$ cat src/rtl/fetch_ctrl.sv
// Fetch sequencer: owns the PC and chooses advance / hold / redirect / halt each cycle.
// Latency: every decision uses inputs sampled at a posedge and appears on the registered outputs after that edge.
// Backpressure: hazard holds the PC and drops fetch_valid; flush stays high for FLUSH_CYCLES cycles after a redirect.
module fetch_ctrl #(
  parameter logic [31:0] RESET_PC     = 32'h0000_0000,
  parameter int          FLUSH_CYCLES = 2,
  parameter logic [5:0]  HALT_OPC     = 6'b111111
) (
  input  logic        clk,
  input  logic        rst,
  input  logic        hazard,
  input  logic        br_taken,
  input  logic [31:0] br_target,
  input  logic [31:0] instruction,
  input  logic        resume,
  output logic [31:0] pc_out,
  output logic        fetch_valid,
  output logic        flush,
  output logic        halted,
  output logic        err_misalign,
  output logic [15:0] stall_cnt
);

  typedef enum logic [2:0] {
    BOOT,
    RUN,
    STALL,
    FLUSH,
    HALT
  } state_t;

  state_t      state;
  logic [2:0]  flush_cnt;
  logic [31:0] pc_next_seq;
  logic [15:0] stall_cnt_inc;
  logic        halt_word;

  // Only the opcode field matters for halt detection; the rest of the word is decode's business.
  logic        unused_instr;
  assign unused_instr = ^instruction[25:0];

  // Sequential next PC (wraps naturally mod 2^32) and saturating stall increment.
  assign pc_next_seq   = pc_out + 32'd4;
  assign stall_cnt_inc = (stall_cnt == 16'hFFFF) ? stall_cnt : stall_cnt + 16'd1;
  assign halt_word     = (instruction[31:26] == HALT_OPC);

  // Fetch FSM: redirect beats hazard beats halt-detect beats sequential advance.
  always_ff @(posedge clk) begin
    if (!rst) begin
      state        <= BOOT;
      pc_out       <= RESET_PC;
      fetch_valid  <= 1'b0;
      flush        <= 1'b0;
      halted       <= 1'b0;
      err_misalign <= 1'b0;
      stall_cnt    <= 16'd0;
      flush_cnt    <= 3'd0;
    end else begin
      case (state)
        BOOT: begin
          // One settling cycle with the reset PC held and nothing valid.
          state       <= RUN;
          fetch_valid <= 1'b0;
          flush       <= 1'b0;
        end
        default: begin
          if (br_taken) begin
            // Redirect: honoured in every post-boot state, including HALT (older in-flight branch).
            pc_out      <= {br_target[31:2], 2'b00};
            state       <= FLUSH;
            flush_cnt   <= 3'(FLUSH_CYCLES);
            flush       <= 1'b1;
            fetch_valid <= 1'b0;
            halted      <= 1'b0;
            if (br_target[1:0] != 2'b00) begin
              err_misalign <= 1'b1;
            end
          end else if (state == HALT) begin
            // Hazard is meaningless while halted; only resume leaves.
            if (resume) begin
              pc_out      <= pc_next_seq;
              state       <= RUN;
              fetch_valid <= 1'b1;
              halted      <= 1'b0;
            end
          end else if (state == FLUSH) begin
            // The squash window runs down even while decode is stalling.
            flush_cnt <= flush_cnt - 3'd1;
            if (hazard) begin
              stall_cnt <= stall_cnt_inc;
            end else begin
              pc_out <= pc_next_seq;
            end
            if (flush_cnt == 3'd1) begin
              flush       <= 1'b0;
              fetch_valid <= !hazard;
              state       <= hazard ? STALL : RUN;
            end else begin
              flush       <= 1'b1;
              fetch_valid <= 1'b0;
            end
          end else if (hazard) begin
            state       <= STALL;
            fetch_valid <= 1'b0;
            flush       <= 1'b0;
            stall_cnt   <= stall_cnt_inc;
          end else if (state == RUN && fetch_valid && halt_word) begin
            // Park on the halt word itself so resume continues just past it.
            state       <= HALT;
            fetch_valid <= 1'b0;
            halted      <= 1'b1;
          end else begin
            pc_out      <= pc_next_seq;
            state       <= RUN;
            fetch_valid <= 1'b1;
            flush       <= 1'b0;
          end
        end
      endcase
    end
  end

endmodule
$ cat config.mk
export PLATFORM = sky130hd
export DESIGN_NAME = fetch_ctrl
export DESIGN_NICKNAME = d
export VERILOG_FILES = /design/src/rtl/fetch_ctrl.sv
export SDC_FILE = /design/constraint.sdc
export NUM_CORES = 1
export LEC_CHECK = 0
export CORE_MARGIN = 3
export CORE_UTILIZATION = 45
export DETAILED_ROUTE_END_ITERATION = 7
export PLACE_DENSITY_LB_ADDON = 0.05
export SETUP_SLACK_MARGIN = 0.05
export SLEW_MARGIN = 30
export SYNTH_ARGS = -nofsm -noshare
export SYNTH_HDL_FRONTEND = slang
export SYNTH_SLANG_ARGS = --single-unit
$ cat constraint.sdc
create_clock -name clk -period 2.5 [get_ports clk]
set_input_delay 0.5 -clock clk [delete_from_list [all_inputs] [get_ports clk]]
set_output_delay 0.5 -clock clk [all_outputs]
set_load 0.1 [all_outputs]
==> flow_summary_export.csv <==
group,metric,value,unit
sta,worst_clock_skew,0.00925,ns
route,initial_detailed_routing_violation_count,141,
global_routing,antenna_found_initial,0,
clock_network,ctsResizeCount,0,
worst_setup_path,critical_path_arrival,2.41,ns
sta,worst_pin_slew,0.669,ns
worst_setup_path,crit_type,"register to register",
sta,slew_viol_final,0,
yosys,dominantRegCellSynth,"dfxtp_1",
global_routing,all_layer_global_routing_usage,23.2,%
yosys,synth_edf_count,0,
finish,antenna_cells_inserted,0,
yosys,synth_seq_area_share,33.1,%
job,maxCapViolCount,0,
worst_setup_path,crit_path_max_fanout,7,
route,drt-wirelength-per-cell,16.3,µm
worst_setup_path,crit_path_frequent_cell,"nand4_1",
route,drc,0,
sta,setup_total_negative_slack,0,ns
route,detail_route.wirelength,10000,µm
route,drt_pre_antenna_iters,4,
clock_network,path_clk_slew,0.10,ns
yosys,ys_seq_elements,56,
yosys,synth_top_cell_area_share,33.1,%
floorplanning,boundaryPins,121,
yosys,avgSynthCellArea,7.83,µm²
floorplanning,dieArea,0.00859,mm²
worst_hold_path,min-delay-path-class,"register to register",
yosys,synthesis.area,0.00338,mm²
yosys,synth-async-reset-ratio,0,%
yosys,post_synth_num_cell_types,63,
worst_setup_path,critPathTopFamily,"simple AND/OR/NAND/NOR gates",
sta,post-route-min-period,2.15,ns
worst_setup_path,timing.critical_path.required,2.76,ns
sta,min_period_over_period,86.0,%
floorplanning,row_count,30,
worst_setup_path,cp-end-kind,"register",
clock_network,ctsHoldBuffers,0,
floorplanning,initial_standard_cell_utilization_of_the_core,48.2,%
floorplanning,core_region_area,0.00702,mm²
global_routing,global_route.overflow_total,0,
power,power.ir.vdd_worst,0.000314,V
clock_network,clock_tree.htree_level_count,2,
clock_network,cts_tree,"yes",
finish,final_nets,592,
route,vias_per_cell,5.90,
sta,finalHoldViolations,0,
yosys,synthesis.yosys.warnings,0,
outcome,outcome,"complete, no violations",
global_routing,grt_max_degree,32,
finish,final_layout_size_suffix_gt1_share,21.3,%
placement,gpl.final_weighted_congestion,0.878,
sta,timing.slew.headroom,55.2,%
worst_setup_path,timing.critical_path.slowest_stage_cell,"or4_4",
route,ant_nets,0,
placement,place_hpwl,7270,µm
finish,fill_cells,652,
finish,areaGrowthSynthToFinish,30.9,%
placement,buffer_ports.inserted,92,
yosys,most_area_consuming_cells_after_synthesis,"dfxtp_1, nor2_1, xnor2_1, nand2_1, a21oi_1",
sta,timing.final.setup_violations,0,
worst_setup_path,path_cells,"ha_1 -> and4_1 -> nand4_1 -> or4_4 -> or3_1 -> nand4_1",
sta,grt_setup_unrepaired,"false",
sta,fmaxAchievable,465,MHz
worst_setup_path,crit_buf_inv,0,
power,cellLeakagePower,0.00167,µW
clock_network,clock_sinks,56,
global_routing,first_global_vias,3343,
worst_setup_path,startpoint_type,"register",
floorplanning,dieWidth,92.7,µm
clock_network,clk_root_buffer_cell,"clkbuf_8",
clock_network,cts_setup_buffers,0,
route,num_vias,3636,
placement,post-place-cells,608,
power,power.density_cell_area,503,mW/mm²
worst_setup_path,critPathMaxStageDelay,0.44,ns
global_routing,grt_pass1_wl,16400,µm
clock_network,clock_path_buffers,2,
finish,finalNonFillerCells,616,
clock_network,worstSkewPairLatency,0.32,ns
yosys,syn-instance-count,432,
clock_network,tritoncts.num_buffers,5,
yosys,yosysTopAreaCell,"dfxtp_1",
floorplanning,die_height,92.7,µm
registers in the layout, indices dropped and copies added, names as in the netlist:
register      count
state             3
pc_out           30
flush_cnt         3
fetch_valid       1
err_misalign      1
halted            1
flush             1
stall_cnt        16
tightest hold or removal path, cell delays in order, from the launching register on:
cell and delay [ns]:
dfxtp_1 0.31, inv_1 0.08, a21oi_1 0.07
path summary, 6_finish.rpt:
check,cells after the start,to,slack (ns),startpoint
worst max-delay path,6,pc_out[30],0.35,pc_out[2]
worst min-delay path,2,flush_cnt[1],0.50,flush_cnt[1]
worst max register to register,6,pc_out[30],0.35,pc_out[2]
worst min register to register,2,flush_cnt[1],0.50,flush_cnt[1]
cell usage after synthesis, types with 3 or more instances:
cell type,number
dfxtp_1,56
nor2_1,54
nand2_1,37
a21oi_1,27
nand3_1,26
clkbuf_1,20
nand4_1,18
o21ai_0,18
xnor2_1,16
nor3_1,12
a31oi_1,11
inv_1,9
a211oi_1,7
and3_1,7
and4_1,6
mux2i_1,6
nor4_1,6
o221a_2,6
mux2_2,5
o211ai_1,5
a2111oi_0,4
a32o_1,4
buf_1,4
buf_4,4
ha_1,4
o21a_1,4
a22o_1,3
a32oi_1,3
and2_1,3
nand2b_1,3
nor2b_1,3
o22ai_1,3
o31ai_1,3
area by class of cell:
| class | count | area, µm² | share of cell area (%) |
|---|---|---|---|
| Multi-Input combinational cell | 337 | 2090 | 47.2 |
| Sequential cell | 56 | 1140 | 25.8 |
| Timing Repair Buffer | 110 | 951 | 21.5 |
| Tap cell | 96 | 120 | 2.71 |
| Clock buffer | 5 | 68.8 | 1.55 |
| Inverter | 9 | 33.8 | 0.763 |
| Clock inverter | 3 | 22.5 | 0.509 |
kinds of logic (layout without fill, tap and decap cells):
| kind of cell | after synthesis | in the layout | synth area share, % |
|---|---|---|---|
| AOI/OAI and AO/OA | 111 | 111 | 22.6 |
| xor gates and xnor gates | 16 | 16 | 4.14 |
| adders and majority gates | 4 | 4 | 1.48 |
| buffers and inverters | 40 | 127 | 5.18 |
| DFF | 56 | 56 | 33.1 |
| muxes | 11 | 11 | 3.44 |
| other | 1 | 2 | 0.111 |
| and+or+nand+nor | 193 | 193 | 29.9 |
cell usage in the layout, fill, tap and decap left out, types with 7 or more instances in the layout:
cell	netlist	final
buf_4	4	66
nor2_1	54	54
dfxtp_1	56	41
clkdlybuf4s50_1	0	41
nand2_1	37	37
a21oi_1	27	27
nand3_1	26	26
o21ai_0	18	18
nand4_1	18	18
xnor2_1	16	16
dfxtp_2	0	15
nor3_1	12	12
a31oi_1	11	11
inv_1	9	9
and3_1	7	7
a211oi_1	7	7
stage by stage:
| step | total power, µW | setup WS, ns | area [µm²] | util [%] | hold slack, ns |
|---|---|---|---|---|---|
| 6_report | 2230 | 0.351 | 4430 | 63.0 | 0.497 |
| 5_1_grt | 2320 | 0.233 | 4430 | 63.0 | 0.532 |
| 4_1_cts | 2240 | 0.348 | 4430 | 63.0 | 0.507 |
| 3_5_place_dp | 1710 | 0.0788 | 4330 | 61.7 | 0.489 |
| 3_3_place_gp | 1700 | 0.131 | 4330 | 61.7 | 0.460 |
| 2_1_floorplan | 1490 | 0.0624 | 3400 | - | 0.454 |
routing by layer:
metal	vias to the layer above	GRT usage (%)	share of wire, %
li1	1787	-	-
met1	1725	30.8	44
met2	113	37.7	48
met3	11	4.71	6.1
met5	-	0	0
met4	0	7.81	1.6
power by group:
part           switching, µW  internal (µW)
clock                    333            202
combinational            470            216
sequential              66.2            940
No activity file was read; power rests on OpenSTA's default activity.
==> RTL change 1: new RTL, config.mk and constraints unchanged <==
Encoding of `state_t`: now one-hot (5 bits for 5 states).
--- a/src/rtl/fetch_ctrl.sv
+++ b/src/rtl/fetch_ctrl.sv
@@ -23,8 +23,8 @@
 
-  typedef enum logic [2:0] {
-    BOOT,
-    RUN,
-    STALL,
-    FLUSH,
-    HALT
+  typedef enum logic [4:0] {
+    BOOT  = 5'b00001,
+    RUN   = 5'b00010,
+    STALL = 5'b00100,
+    FLUSH = 5'b01000,
+    HALT  = 5'b10000
   } state_t;
Formal check against the unedited RTL: same outputs for any inputs over 4 cycles, from zero or initial values and one cycle with rst low; so few cycles prove little.
==> RTL change 1 against the unedited design <==
Sequential cell count rose by 2. Synthesized area fell by 5.9%. Clock skew fell by 0.00059 ns. Cell area rose by 2.7%. Clock power rose by 100%. Power rose by 31%. Sequential share of layout area rose by 0.59 points. Routed wire length rose by 1.4%. Worst setup slack got worse by 0.15 ns. Critical endpoint unchanged.
==> RTL change 1: results (changes against the unedited design) <==
- Area contributors post-synth: dfxtp_1, nand2_1, nor2_1
- Largest net degree at the start of global routing: 29 (-9.4%)
- Placed Cells: 602 (-0.99%)
- Adder and majority cell fraction of the synthesized area: 1.57% (+0.092 points)
- Critical path's largest stage delay: 0.59 ns (+0.15 ns)
- Placed Area: 0.00429 mm2 (-0.95%)
- Synth cell types: 58 (-7.9%)
- Worst vdd ir: 0.342 mV (+9.2%)
- Crit Path Max Fanout: 11 (+4)
- H-tree level count: 3 (+1)
- Slew Limit Headroom: 64.8% (+9.6 points)
- Leak Pwr: 1.69 nW (+1.2%)
- Final WL: 10200 um (+1.4%)
- XOR/XNOR Fraction of Synth Area: 2.75% (-1.4 points)
- Seq/Total Area, Yosys: 36.5% (+3.3 points)
- Synth top cells by count: dfxtp_1, nand2_1, nor2_1
- Vias in the first global route: 3463 (+3.6%)
- Status: complete, no violations
- First-pass GRT wire length: 16800 um (+3.0%)
- Worst path slowest cell: or4_1
- Worst Skew: 0.00866 ns (-0.000589 ns)
- Total CTS buffers: 9 (+4)
- R2R cell count: 8 (+2)
- Fraction of layout cells with a size suffix above 1: 25.3% (+3.9 points)
- 1st-iter DRT viols: 211 (+50%)
- Via count: 3660 (+0.66%)
- Avg Vias per Cell: 5.92 (+0.33%)
- Diode count: 0 (unchanged)
- Top Registers: pc_out (30), stall_cnt (16), state (5)
- Post-synthesis compound-gate area fraction: 21.4% (-1.2 points)
- Clk Latency, worst-skew pair: 0.34 ns (+0.02 ns)
- Initial antenna violation count: 0 (unchanged)
- Port buffer count: 92 (unchanged)
- Total track usage: 25.1% (+1.8 points)
- Clk pin slew, worst setup/hold paths: 0.07 ns (-0.03 ns)
- Syn. warnings: 0 (unchanged)
- Worst Path Arrival: 2.56 ns (+0.15 ns)
- Drt first pass iters: 5 (+1)
- DPL Wire Length: 7230 um (-0.55%)
- GPL Wtd Cong: 0.876 (-0.28%)
- Final layout net count: 590 (-0.34%)
- Worst R2R Setup Slack: 0.20 ns (-0.15 ns)
- Final Setup Violations: 0 (unchanged)
- Delay-heaviest family, CP: simple AND/OR/NAND/NOR gates
- Syn_area_per_cell: 7.86 um2 (+0.39%)
- Post-synthesis mux area share: 0.629% (-2.8 points)
- Critical path startpoint: state[0]
[RTL change 1: worst min path at each step]
| stage | depth (start not counted) | startpoint | slack, ns | endpoint |
|---|---|---|---|---|
| after detailed placement | 2 | err_misalign | 0.44 | err_misalign |
| final | 2 | err_misalign | 0.45 | err_misalign |
| after global routing | 2 | err_misalign | 0.49 | err_misalign |
| after global placement | 2 | err_misalign | 0.43 | err_misalign |
| after floorplan | 2 | flush_cnt[2] | 0.46 | flush_cnt[2] |
| after CTS | 2 | err_misalign | 0.45 | err_misalign |
[RTL change 1: final cells by class]
cell class / count / area [um2]
fill: 611 / 2290
multi-input combinational: 317 / 1890
sequential: 58 / 1200
timing repair buffer: 122 / 1060
clock buffer: 13 / 180
tap: 96 / 120
clock inverter: 3 / 66.3
inverter: 9 / 33.8
[RTL change 1: what timing repair did]
item,CTS,global route
gates resized for setup,0,2
hold buffers,0,0
setup buffers,0,0
endpoints found under the hold margin,0,0
setup endpoints to repair,0,2
[RTL change 1: layer usage]
layer / track usage, % / share of wire (%)
met5: 0 / 0
met4: 9.69 / 1.9
met3: 5.69 / 7.5
met2: 41.3 / 49
met1: 31.8 / 42
[RTL change 1: per-stage QoR]
stage / hold WS [ns] / power, mW / worst slack [ns]
floorplan: 0.463 / 1.61 / 0.0525
global placement: 0.435 / 1.85 / -0.0760
finish: 0.450 / 2.92 / 0.200
CTS: 0.452 / 2.93 / 0.179
detailed placement: 0.442 / 1.86 / -0.0909
global route: 0.486 / 3.03 / 0.0683
[RTL change 1: report_power, final]
part           total, mW  leakage (nW)  internal [mW]  switching (mW)
Combinational      0.784          1.08          0.245           0.540
Sequential          1.06         0.485          0.984          0.0791
Clock               1.08         0.125          0.678           0.399
Total               2.92          1.69           1.91            1.02
==> RTL change 2: new RTL, config.mk and constraints unchanged <==
Made on the original files. Reset style: asynchronous (`rst`), changed in one clocked block.
--- a/src/rtl/fetch_ctrl.sv
+++ b/src/rtl/fetch_ctrl.sv
@@ -47,3 +47,3 @@
   // Fetch FSM: redirect beats hazard beats halt-detect beats sequential advance.
-  always_ff @(posedge clk) begin
+  always_ff @(posedge clk or negedge rst) begin
     if (!rst) begin
Function: differs if rst is asserted again (counterexample within 4 cycles, from zero or initial values and one cycle with rst low); with rst held inactive, the same outputs for 4 cycles.
==> RTL change 2 against the unedited design <==
Fmax up 1.1%. Sequential cell count unchanged. Routed wire length down 3.9%. Synthesized area up 2.5%. Cell area up 1.3%. Worst setup slack better by 0.024 ns. Global-route usage down 0.82 points.
Power is not compared: it rests on default switching activity, and its combinational part moved more than twofold at a synthesized area within 25%.
==> RTL change 2: results (changes against the unedited design) <==
- Status: complete, no violations
- FILL cells: 687 (+5.4%)
- Worst Path Arrival: 2.38 ns (-0.03 ns)
- Post-synthesis mux area share: 0.613% (-2.8 points)
- First-pass GRT wire length: 16000 um (-2.0%)
- Slew Limit Headroom: 42.4% (-13 points)
- Post-synthesis compound-gate area fraction: 18.7% (-3.9 points)
- Placement Setup Slack: 0.0659 ns (-0.0129 ns)
- Synth cell types: 70 (+11%)
- Signal buffers: 107 (-2.7%)
- GPL Wtd Cong: 0.825 (-6.1%)
- Crit Path Max Fanout: 26 (+19)
- Synth top cells by count: dfrtp_1, nor2_1, nand2_1
- 1st-iter DRT viols: 197 (+40%)
- CP Capture Point: pc_out[8]
- Vias in the first global route: 3340 (-0.090%)
- Non-clk buf share: 20.4% (-1.1 points)
- Final layout net count: 547 (-7.6%)
- Routed len/inst: 16.8 um (+3.1%)
- Via count: 3390 (-6.8%)
- Total track usage: 22.4% (-0.82 points)
- Fraction of layout cells with a size suffix above 1: 20.4% (-0.93 points)
- Adder and majority cell fraction of the synthesized area: 1.44% (-0.036 points)
- Placed Area: 0.00439 mm2 (+1.2%)
- Critical path startpoint: state[2]
- Inverter count: 11 (+2)
- Drt first pass iters: 5 (+1)
- DPL Wire Length: 7140 um (-1.7%)
- Hold Slack: 0.171 ns (-0.326 ns)
- ClkCell Share: 2.09% (+0.030 points)
- #MultiIn Comb: 293 (-13%)
- Placed Cells: 566 (-6.9%)
- HP Class: input pin to async pin
- Sequential cell area: 0.00141 mm2 (+23%)
- Clk pin slew, worst setup/hold paths: 0.12 ns (+0.02 ns)
- Worst R2R Setup Slack: 0.38 ns (+0.02 ns)
- Seq/Total Area, Yosys: 40.4% (+7.3 points)
- Worst Skew: 0.00737 ns (-0.00188 ns)
- XOR/XNOR Fraction of Synth Area: 3.79% (-0.35 points)
- Largest net degree at the start of global routing: 43 (+34%)
==> RTL change 2: cell types whose count changed in the layout (fill, tap and decap cells not counted), moves of 8 or more <==
cell,change
dfrtp_1,+53
dfxtp_1,-41
nor2_1,-22
dfxtp_2,-15
o21ai_0,-13
xnor2_1,-11
xor2_1,+10
a31oi_1,-9
o22ai_1,+8
==> RTL change 2: worst max-delay path: stages (launching register included) <==
cell      delay (ns)
dfrtp_1         0.51
nor4bb_4        0.43
a31oi_4         0.14
o21ai_4         0.54
buf_4           0.24
a22oi_1         0.08
o21ai_1         0.12
==> RTL change 2: metal layers <==
metal / routed length [um] / part of all wire, % / GRT usage [%]
met5: 0 / 0 / 0
met4: 99 / 1.0 / 4.81
met3: 541 / 5.6 / 3.53
met2: 4630 / 48 / 37.4
met1: 4380 / 45 / 30.7
==> RTL change 2: power by group <==
group          internal [mW]  total (mW)  switching (mW)
sequential              1.04        1.22           0.183
clock                  0.206       0.547           0.341
combinational          0.404        1.59            1.18
total                   1.65        3.35            1.70
